==> config.mk <==
export PLATFORM = sky130hd
export DESIGN_NAME = btb_update_ctrl_flat
export DESIGN_NICKNAME = d
export VERILOG_FILES = /design/src/rtl/btb_update_ctrl_pkg.sv /design/src/rtl/btb_update_ctrl_if.sv /design/src/rtl/btb_update_queue.sv /design/src/rtl/btb_update_ctrl.sv /design/src/flat_wrapper.sv
export SDC_FILE = /design/constraint.sdc
export NUM_CORES = 1
export LEC_CHECK = 0
export CAP_MARGIN = 5
export CORE_MARGIN = 4
export CORE_UTILIZATION = 25
export DETAILED_ROUTE_END_ITERATION = 10
export GPL_ROUTABILITY_DRIVEN = 1
export PLACE_DENSITY = 0.38
export SYNTH_ARGS = -nofsm -noshare
export SYNTH_HDL_FRONTEND = slang
export SYNTH_SLANG_ARGS = --single-unit
==> constraint.sdc <==
create_clock -name clock -period 11.64 [get_ports clock]
set_clock_uncertainty 0.05 [all_clocks]
set_input_delay 3.492 -clock clock [delete_from_list [all_inputs] [get_ports clock]]
set_output_delay 3.492 -clock clock [all_outputs]
set_load 0.05 [all_outputs]
==> src/rtl/btb_update_ctrl_pkg.sv <==
// Shared widths, FSM encoding and helpers for the BTB update controller.
package btb_update_ctrl_pkg;

   localparam int ADDR_LEN = 32;
   localparam int DATA_LEN = 32;
   localparam int DEPTH    = 4;
   localparam int PTR_LEN  = 2;

   typedef enum logic {
      IDLE  = 1'b0,
      WRITE = 1'b1
   } state_t;

   function automatic logic [31:0] sat_inc(input logic [31:0] value, input logic en);
      return (en && (value != 32'hFFFF_FFFF)) ? value + 32'd1 : value;
   endfunction

endpackage

==> src/rtl/btb_update_ctrl_if.sv <==
// EXU update handshake plus BTB write port, bundled for the update controller.
interface btb_update_ctrl_if #(
   parameter int ADDR_LEN = btb_update_ctrl_pkg::ADDR_LEN,
   parameter int DATA_LEN = btb_update_ctrl_pkg::DATA_LEN
);
   logic                upd_valid;
   logic                upd_ready;
   logic [ADDR_LEN-1:0] upd_pc;
   logic [DATA_LEN-1:0] upd_target;
   logic                upd_mispred;
   logic                btb_wvalid;
   logic [ADDR_LEN-1:0] btb_awaddr;
   logic [DATA_LEN-1:0] btb_wdata;

   modport master (
      output upd_valid, upd_pc, upd_target, upd_mispred,
      input  upd_ready, btb_wvalid, btb_awaddr, btb_wdata
   );

   modport slave (
      input  upd_valid, upd_pc, upd_target, upd_mispred,
      output upd_ready, btb_wvalid, btb_awaddr, btb_wdata
   );
endinterface

==> src/rtl/btb_update_queue.sv <==
// DEPTH-entry {pc, target} FIFO with a PC match port (optionally skipping the head)
// and a target overwrite port used for coalescing.
module btb_update_queue #(
   parameter int ADDR_LEN = 32,
   parameter int DATA_LEN = 32,
   parameter int DEPTH    = 4,
   parameter int PTR_LEN  = 2
) (
   input  logic                clock,
   input  logic                reset,
   input  logic                push,
   input  logic [ADDR_LEN-1:0] push_pc,
   input  logic [DATA_LEN-1:0] push_target,
   input  logic                pop,
   input  logic                clear,
   input  logic [ADDR_LEN-1:0] match_pc,
   input  logic                match_skip_head,
   output logic                match_hit,
   output logic [PTR_LEN-1:0]  match_idx,
   input  logic                ovr_en,
   input  logic [PTR_LEN-1:0]  ovr_idx,
   input  logic [DATA_LEN-1:0] ovr_target,
   output logic [ADDR_LEN-1:0] head_pc,
   output logic [DATA_LEN-1:0] head_target,
   output logic [PTR_LEN:0]    count
);

   logic [ADDR_LEN-1:0] pc_mem     [DEPTH];
   logic [DATA_LEN-1:0] target_mem [DEPTH];
   logic [PTR_LEN-1:0]  rd_ptr;
   logic [PTR_LEN-1:0]  wr_ptr;
   logic [DEPTH-1:0]    live;

   assign head_pc     = pc_mem[rd_ptr];
   assign head_target = target_mem[rd_ptr];

   // NOTE: every variable written in always_comb gets a default first, so no path infers a latch.
   always_comb begin
      live      = '0;
      match_hit = 1'b0;
      match_idx = '0;
      for (int i = 0; i < DEPTH; i++) begin
         live[i] = ({1'b0, PTR_LEN'(PTR_LEN'(i) - rd_ptr)} < count);
         if (live[i] && !(match_skip_head && (PTR_LEN'(i) == rd_ptr)) && (pc_mem[i] == match_pc)) begin
            match_hit = 1'b1;
            match_idx = PTR_LEN'(i);
         end
      end
   end

   // NOTE: storage is reset too, because the head drives the BTB address/data outputs directly.
   always_ff @(posedge clock or posedge reset) begin
      if (reset) begin
         for (int i = 0; i < DEPTH; i++) begin
            pc_mem[i]     <= '0;
            target_mem[i] <= '0;
         end
         rd_ptr <= '0;
         wr_ptr <= '0;
         count  <= '0;
      end else begin
         if (ovr_en)
            target_mem[ovr_idx] <= ovr_target;
         if (push) begin
            pc_mem[wr_ptr]     <= push_pc;
            target_mem[wr_ptr] <= push_target;
         end
         if (clear) begin
            rd_ptr <= '0;
            wr_ptr <= '0;
            count  <= '0;
         end else begin
            if (push)
               wr_ptr <= wr_ptr + PTR_LEN'(1);
            if (pop)
               rd_ptr <= rd_ptr + PTR_LEN'(1);
            case ({push, pop})
               2'b10:   count <= count + (PTR_LEN+1)'(1);
               2'b01:   count <= count - (PTR_LEN+1)'(1);
               default: count <= count;
            endcase
         end
      end
   end

endmodule

==> src/rtl/btb_update_ctrl.sv <==
// Filters, coalesces and issues resolved-branch updates into the BTB write port.
// Optional BTB_UPD_PERF_EN adds saturating drop/merge/stall counters.
module btb_update_ctrl
   import btb_update_ctrl_pkg::state_t;
   import btb_update_ctrl_pkg::IDLE;
   import btb_update_ctrl_pkg::WRITE;
   import btb_update_ctrl_pkg::sat_inc;
#(
   parameter int ADDR_LEN = btb_update_ctrl_pkg::ADDR_LEN,
   parameter int DATA_LEN = btb_update_ctrl_pkg::DATA_LEN,
   parameter int DEPTH    = btb_update_ctrl_pkg::DEPTH,
   parameter int PTR_LEN  = btb_update_ctrl_pkg::PTR_LEN
) (
   input  logic              clock,
   input  logic              reset,
   btb_update_ctrl_if.slave  bus,
   input  logic              flush,
   input  logic              wr_block,
   output logic              busy
`ifdef BTB_UPD_PERF_EN
   ,
   output logic [31:0]       perf_drop,
   output logic [31:0]       perf_merge,
   output logic [31:0]       perf_stall
`endif
);

   state_t             state;
   state_t             state_next;
   logic [PTR_LEN:0]   count;
   logic [PTR_LEN:0]   count_next;
   logic               accept;
   logic               upd_write;
   logic               match_hit;
   logic [PTR_LEN-1:0] match_idx;
   logic               merge;
   logic               push;
   logic               pop;

   assign bus.upd_ready = (count != (PTR_LEN+1)'(DEPTH));
   assign busy          = (count != '0);
   assign accept        = bus.upd_valid & bus.upd_ready;
   // Correct predictions and anything handshaked during a flush are consumed without effect.
   assign upd_write     = accept & bus.upd_mispred & ~flush;
   assign merge         = upd_write & match_hit;
   assign push          = upd_write & ~match_hit;
   assign pop           = bus.btb_wvalid;

   btb_update_queue #(
      .ADDR_LEN (ADDR_LEN),
      .DATA_LEN (DATA_LEN),
      .DEPTH    (DEPTH),
      .PTR_LEN  (PTR_LEN)
   ) u_queue (
      .clock           (clock),
      .reset           (reset),
      .push            (push),
      .push_pc         (bus.upd_pc),
      .push_target     (bus.upd_target),
      .pop             (pop),
      .clear           (flush),
      .match_pc        (bus.upd_pc),
      .match_skip_head (bus.btb_wvalid),
      .match_hit       (match_hit),
      .match_idx       (match_idx),
      .ovr_en          (merge),
      .ovr_idx         (match_idx),
      .ovr_target      (bus.upd_target),
      .head_pc         (bus.btb_awaddr),
      .head_target     (bus.btb_wdata),
      .count           (count)
   );

   always_comb begin
      count_next = count;
      if (flush)
         count_next = '0;
      else if (push && !pop)
         count_next = count + (PTR_LEN+1)'(1);
      else if (pop && !push)
         count_next = count - (PTR_LEN+1)'(1);
   end

   // NOTE: sequential state uses non-blocking assignments so every register samples pre-edge values.
   always_ff @(posedge clock or posedge reset) begin
      if (reset)
         state <= IDLE;
      else
         state <= state_next;
   end

   always_comb begin
      state_next = state;
      case (state)
         IDLE:    if (count_next != '0) state_next = WRITE;
         WRITE:   if (flush || (count_next == '0)) state_next = IDLE;
         default: state_next = IDLE;
      endcase
   end

   always_comb begin
      bus.btb_wvalid = (state == WRITE) && !wr_block;
   end

`ifdef BTB_UPD_PERF_EN
   always_ff @(posedge clock or posedge reset) begin
      if (reset) begin
         perf_drop  <= '0;
         perf_merge <= '0;
         perf_stall <= '0;
      end else begin
         perf_drop  <= sat_inc(perf_drop, accept & ~bus.upd_mispred);
         perf_merge <= sat_inc(perf_merge, merge);
         perf_stall <= sat_inc(perf_stall, (state == WRITE) & wr_block);
      end
   end
`endif

endmodule

==> src/flat_wrapper.sv <==
// flat-port wrapper written by rule: the top's interface ports become plain ports
module btb_update_ctrl_flat import btb_update_ctrl_pkg::state_t; import btb_update_ctrl_pkg::IDLE; import btb_update_ctrl_pkg::WRITE; import btb_update_ctrl_pkg::sat_inc;
#(
   parameter int ADDR_LEN = btb_update_ctrl_pkg::ADDR_LEN,
   parameter int DATA_LEN = btb_update_ctrl_pkg::DATA_LEN,
   parameter int DEPTH    = btb_update_ctrl_pkg::DEPTH,
   parameter int PTR_LEN  = btb_update_ctrl_pkg::PTR_LEN
)
  (clock, reset, flush, wr_block, busy, bus_upd_valid, bus_upd_pc, bus_upd_target, bus_upd_mispred, bus_upd_ready, bus_btb_wvalid, bus_btb_awaddr, bus_btb_wdata);
  btb_update_ctrl_if #(.ADDR_LEN(ADDR_LEN), .DATA_LEN(DATA_LEN)) bus_i ();
  input  logic clock;
  input  logic reset;
  input  logic flush;
  input  logic wr_block;
  output logic busy;
  input wire logic [$bits(bus_i.upd_valid)-1:0] bus_upd_valid;
  input wire logic [$bits(bus_i.upd_pc)-1:0] bus_upd_pc;
  input wire logic [$bits(bus_i.upd_target)-1:0] bus_upd_target;
  input wire logic [$bits(bus_i.upd_mispred)-1:0] bus_upd_mispred;
  output wire logic [$bits(bus_i.upd_ready)-1:0] bus_upd_ready;
  output wire logic [$bits(bus_i.btb_wvalid)-1:0] bus_btb_wvalid;
  output wire logic [$bits(bus_i.btb_awaddr)-1:0] bus_btb_awaddr;
  output wire logic [$bits(bus_i.btb_wdata)-1:0] bus_btb_wdata;
  assign bus_i.upd_valid = bus_upd_valid;
  assign bus_i.upd_pc = bus_upd_pc;
  assign bus_i.upd_target = bus_upd_target;
  assign bus_i.upd_mispred = bus_upd_mispred;
  assign bus_upd_ready = bus_i.upd_ready;
  assign bus_btb_wvalid = bus_i.btb_wvalid;
  assign bus_btb_awaddr = bus_i.btb_awaddr;
  assign bus_btb_wdata = bus_i.btb_wdata;
  btb_update_ctrl #(.ADDR_LEN(ADDR_LEN), .DATA_LEN(DATA_LEN), .DEPTH(DEPTH), .PTR_LEN(PTR_LEN)) u_core (.clock(clock), .reset(reset), .bus(bus_i), .flush(flush), .wr_block(wr_block), .busy(busy));
endmodule
==> results_dict.tcl <==
set metrics [dict create \
    syn_avg_cell_area_um2 14.7 \
    synthesis.nets 1003 \
    clock_latency_ps 530 \
    final_common_cell "dfrtp_1" \
    synth_simple_gate_area_share 0.0348 \
    final_cell_mix "dfrtp_1 (262), mux2_2 (220), clkdlybuf4s50_1 (136)" \
    setup_viol 0 \
    crit_path_end_kind "output port" \
    synthAdderAreaFrac 0.0147 \
    synth_area_um2 13500 \
    arrival_ps 5470 \
    cp.required_ps 8100 \
    numClockSinks 264 \
    overflow 0 \
    ys_types 48 \
    yosys_warnings 0 \
    final_max_slew_viol_count 0 \
    cts_buffer_depth 3 \
    finalWeightedCongestion 0.721 \
    totalWireLength_um 39600 \
    p_leak_uw 0.00710 \
    die_area_um2 57700 \
    critPathLaunchType "primary input" \
    firstDrtPassIters 6 \
    grt_pass1_vias 8471 \
    start_util 0.255 \
    fill_cells 5385 \
    outcome "completed" \
    final_cells 1735 \
    portBuffers 136 \
    htreeDepth 2 \
    fin_nets 1108 \
    hold_viol_final 0 \
    vias 7882 \
    via_per_inst 4.54 \
    hpwl_um 25500 \
    rsz0062_at_grt "false" \
    routedWlPerCell_um 22.8 \
    ys_ff_latch 264 \
    cts_resized 0 \
    syn_inst 918 \
    place_area_um2 15400 \
    power_uw 3740 \
    dieWidth_um 240 \
    antenna_found_initial 4 \
    hold_slack_ps 435 \
    hold_path.class "register to register" \
    synth_xor_xnor_area_share 0.0848 \
    drc 0 \
    fin_tns_setup_ps 0 \
    hold_buffers 0 \
    syn2layout_area_growth_pct 22.1 \
    power_density_nw_per_um2 227 \
    synth-seq-area-share 0.490 \
    cp_max_fo 11 \
    max_slew_margin 0.340 \
    dp_cells 1675 \
    grt_first_pass_wirelength_um 58900 \
    post_cts_buffers 0 \
    fmax_mhz 111 \
    track_usage 0.137 \
    finalWorstPathRequiredPeriod_ps 9020 \
    synthMuxAreaShare 0.321 \
    core_area_um2 53000 \
    clock-root-buffer "clkbuf_16" \
    grt_max_degree 140 \
    rows 84 \
    drive_above_1_share 0.349 \
    io_pins 137 \
    clk_pin_slew_ps 50 \
    tightestPinTransition_ps 990 \
    cts-buffers-inserted 34 \
    die_h_um 240 \
    drt-initial-drc-count 311 \
    path_class "primary input to output port" \
    final_cell_area_um2 16500 \
    irDropWorstVdd_mv 0.107 \
    ant_nets 0 \
    synth_compound_area_frac 0.0185 \
    tritoncts "built" \
    max_cap_viol_count 0 \
    min_period_over_period 0.775 \
    synth_top_family_by_area "multiplexers" \
]
per-layer routing:
layer  global-route usage  part of all wire
met5                    0            0.0010
met2                0.224              0.48
met1                0.184              0.45
met4               0.0402             0.023
met3               0.0301             0.047
cell families after synthesis:
logic type,after synthesis
XOR/XNOR,129
flip-flops,264
adder cells (fa/ha/maj),16
AND/OR/NAND/NOR,74
buffers and inverters,86
multiplexers,321
AO/OA/AOI/OAI,28
final timing paths:
path                            slack [ps]                            end  cells past startpoint                     startpoint
max in group asynchronous             6730      u_core.u_queue.pc_mem[28]                      3                          reset
worst max-delay path                  2620                 bus_btb_wvalid                      4                       wr_block
worst min-delay path                   430  u_core.u_queue.target_mem[55]                      1  u_core.u_queue.target_mem[55]
min in group asynchronous             3460   u_core.u_queue.target_mem[9]                      2                          reset
worst min register to register         430  u_core.u_queue.target_mem[55]                      1  u_core.u_queue.target_mem[55]
worst max register to register        5890  u_core.u_queue.target_mem[32]                     14       u_core.u_queue.rd_ptr[0]
metrics by stage:
step	worst slack, ps	utilization
final	2620	0.311
after global routing	2540	0.311
after CTS	2620	0.311
after detailed placement	2630	0.290
after global placement	2630	0.290
after floorplan	829	-
critical path, stage by stage:
cell and delay [ps]:
clkdlybuf4s50_1 440, nand2b_1 320, inv_2 280, clkdlybuf4s50_1 930
cell usage after synthesis, drive strengths merged:
library cell	count	area (um^2)
a2111oi	3	45.1
a211o	1	8.76
a21boi	1	18.8
a21o	1	7.51
a21oi	10	61.3
a221oi	1	15.0
a22oi	1	21.3
a31oi	1	6.26
and4	1	8.76
buf	66	414
clkbuf	10	37.5
dfrtp	264	6610
ha	15	188
inv	10	37.5
maj3	1	11.3
mux2	257	2890
mux4	64	1440
nand2	14	67.6
nand2b	3	18.8
nand3	6	35.0
nand4	13	81.3
nand4b	1	8.76
nor2	7	33.8
nor2b	1	6.26
nor3	6	30.0
nor4	21	168
o2111ai	3	26.3
o211ai	2	15.0
o21ai	2	10.0
o22ai	1	6.26
o31ai	1	7.51
or4	1	11.3
xnor2	45	394
xnor3	1	22.5
xor2	83	727
cell type report:
type | instances | area (um^2) | share of cell area
multi-input combinational | 568 | 6410 | 0.389
sequential | 264 | 6610 | 0.402
tap | 688 | 861 | 0.0523
clock buffer | 51 | 1030 | 0.0623
inverter | 10 | 45.0 | 0.00274
antenna | 1 | 2.50 | 0.000152
timing repair buffer | 145 | 1440 | 0.0875
clock inverter | 8 | 68.8 | 0.00418
report_power, final:
group	internal [uW]	total, uW	switching (uW)
clock network	630	1050	418
logic	598	1370	770
registers	1150	1320	175
total	2380	3740	1360
flip-flops by register name (all words and copies together) (netlist names):
register                   count
u_core.u_queue.count           3
u_core.u_queue.pc_mem        128
u_core.u_queue.target_mem    128
u_core.state                   1
u_core.u_queue.rd_ptr          2
u_core.u_queue.wr_ptr          2
Note: power is estimated with default switching activity, not from simulation.
==> patch, RTL diff (config.mk and constraints unchanged) <==
`PTR_LEN` is set to 2 in 2 places; all go to 4.
--- a/src/rtl/btb_update_ctrl_pkg.sv
+++ b/src/rtl/btb_update_ctrl_pkg.sv
@@ -6,3 +6,3 @@
    localparam int DEPTH    = 4;
-   localparam int PTR_LEN  = 2;
+   localparam int PTR_LEN  = 4;
 
--- a/src/rtl/btb_update_queue.sv
+++ b/src/rtl/btb_update_queue.sv
@@ -6,3 +6,3 @@
    parameter int DEPTH    = 4,
-   parameter int PTR_LEN  = 2
+   parameter int PTR_LEN  = 4
 ) (
Formal check against the unedited RTL: same outputs for any inputs over 4 cycles, from zero or initial values and one cycle with reset high; that may be too few to reach the edited logic, so the function may still have changed.
==> patch against the unedited design <==
Routed wire length increased by 4.8%; maximum frequency rose by 0.42%; power increased by 6.3%; area after synthesis increased by 4.4%; first-iteration DRC count down 2.9%; global-route usage barely moved; critical path type unchanged; critical endpoint unchanged; sequential power up 5%; utilization decreased by 0.18 points; cell area up 4.0%; final cell count is 8.2% higher; sequential cell count rose by 6; combinational power up 14%; worst setup slack better by 0.038 ns.
==> patch: results (changes against the unedited design) <==
metric	value	unit	change
peak supply drop	0.07794	mV	-27%
Worst Hold Depth	1		unchanged
fill count	5620		+4.4%
Critical Path Source	wr_block		
Unique masters post-synth	51		+6.3%
Largest regs	u_core.u_queue.pc_mem x128, u_core.u_queue.target_mem x128, u_core.u_queue.count x5		
Post-synth top cells	270 x dfrtp_1, 252 x mux2_2, 124 x xor2_1		
sequential share of the synthesized area	47.98	%	-0.99 points
R2R cell count	15		+1
status	finished clean		
final layout net count	1203		+8.6%
drt total wl	41.51	mm	+4.8%
Tot GR Track Use	13.75	%	+0.025 points
Clock transition at path regs	0.05	ns	about the same
Syn Nets	1097		+9.4%
initial antenna violation count	5		+1
first-pass GRT wire length	62.07	mm	+5.5%
CP max stage delay	0.92	ns	
Resized Gates After CTS	0		unchanged
reg2reg start	u_core.u_queue.rd_ptr[1]		
Placer Congestion	0.7155		-0.80%
n_diodes	0		-1
dpl cells	1817		+8.5%
Leak Pwr	7.421	nW	+4.5%
Synth Instances	1001		+9.0%
drt first-iter violations	302		-2.9%
WP data arrival	5.44	ns	-0.03 ns
Setup Fix Bufs, Post-CTS	0		unchanged
Post-synth ARST share	100.0	%	unchanged
largest net degree at the start of global routing	101		-28%
actual slew at the worst max-slew pin	1.040	ns	+0.04971 ns
CP max FO	19		+8
Clock Tree Root	clkbuf_16		
Yosys warnings	0		unchanged
drt first pass iters	4		-2
Area contributors post-synth	dfrtp_1 48%, mux2_2 20%, mux4_2 10%		
CTS buffer count	36		+5.9%
Hold Path Class	reg2reg		
Via density	4.524		-0.41%
PortBufs	136		unchanged
clk buf depth	3		unchanged
number of global-route vias before repair	9062		+7.0%
Non-Filler Instances	1877		+8.2%
share of layout cells above drive strength 1	34.81	%	-0.085 points
CTS H-tree depth	2		unchanged
DPL Wire Length	27.34	mm	+7.2%
hold path start	u_core.u_queue.target_mem[102]		
Post-Place Cell Area	0.01607	sq mm	+4.5%
-- patch: changes by cell type in the layout (fill, tap and decap cells not counted), sizes merged, moves of 7 or more --
cell and change:
xor2 +41, xnor2 -29, nand3 +15, ha +11, nor4 +11, nor2 +7
-- patch: layout make-up --
type                       instances  area share (%)
clock buffer                      53           5.814
multi-input combinational        637           40.02
sequential                       270           39.48
inverter                          14          0.3506
clock inverter                     7          0.3944
tap                              748           5.463
timing repair buffer             148           8.472
-- patch: per-layer routing --
| metal | part of all wire (%) | GRT usage, % | vias up |
|---|---|---|---|
| met5 | 0.13 | 0 | - |
| met4 | 1.6 | 3.037 | 8 |
| met3 | 4.1 | 3.009 | 53 |
| met2 | 47 | 22.14 | 113 |
| met1 | 47 | 19.11 | 4459 |
| li1 | - | - | 3859 |
-- patch: per-stage QoR --
stage | hold WS (ns) | utilization (%) | setup WS, ns
floorplan | 0.4089 | - | 0.6593
global placement | 0.4243 | 29.00 | 2.675
detailed placement | 0.4336 | 29.00 | 2.667
CTS | 0.4448 | 30.91 | 2.661
global route | 0.4547 | 30.91 | 2.574
finish | 0.4405 | 30.91 | 2.662
-- patch: path summary, 6_finish.rpt --
kind,to,slack [ns]
worst max-delay path,bus_btb_wvalid,2.66
worst min-delay path,u_core.u_queue.target_mem[102],0.44
worst max register to register,u_core.u_queue.target_mem[35],5.63
worst min register to register,u_core.u_queue.target_mem[102],0.44
max in group asynchronous,u_core.u_queue.target_mem[24],6.51
min in group asynchronous,u_core.u_queue.pc_mem[27],3.45
-- patch: cells by family (layout without fill, tap and decap cells) --
kind of cell / count (synthesis) / in the layout / synth area share (%)
DFF: 270 / 270 / 47.98
AOI/OAI and AO/OA: 44 / 44 / 2.248
muxes: 321 / 321 / 30.79
adders and majority gates: 26 / 26 / 2.310
buffers and inverters: 94 / 222 / 3.403
xor gates and xnor gates: 140 / 140 / 8.707
and+or+nand+nor: 106 / 106 / 4.567
-- patch: report_power, final --
part           internal (mW)  switching, mW
sequential              1.19          0.193
clock                  0.612          0.414
combinational          0.675          0.889
total                   2.48           1.50
-- patch: critical path, delay by kind of cell --
family / cells / cell delay, ns
buffers and inverters: 3 / 1.64
AND/OR/NAND/NOR: 1 / 0.29
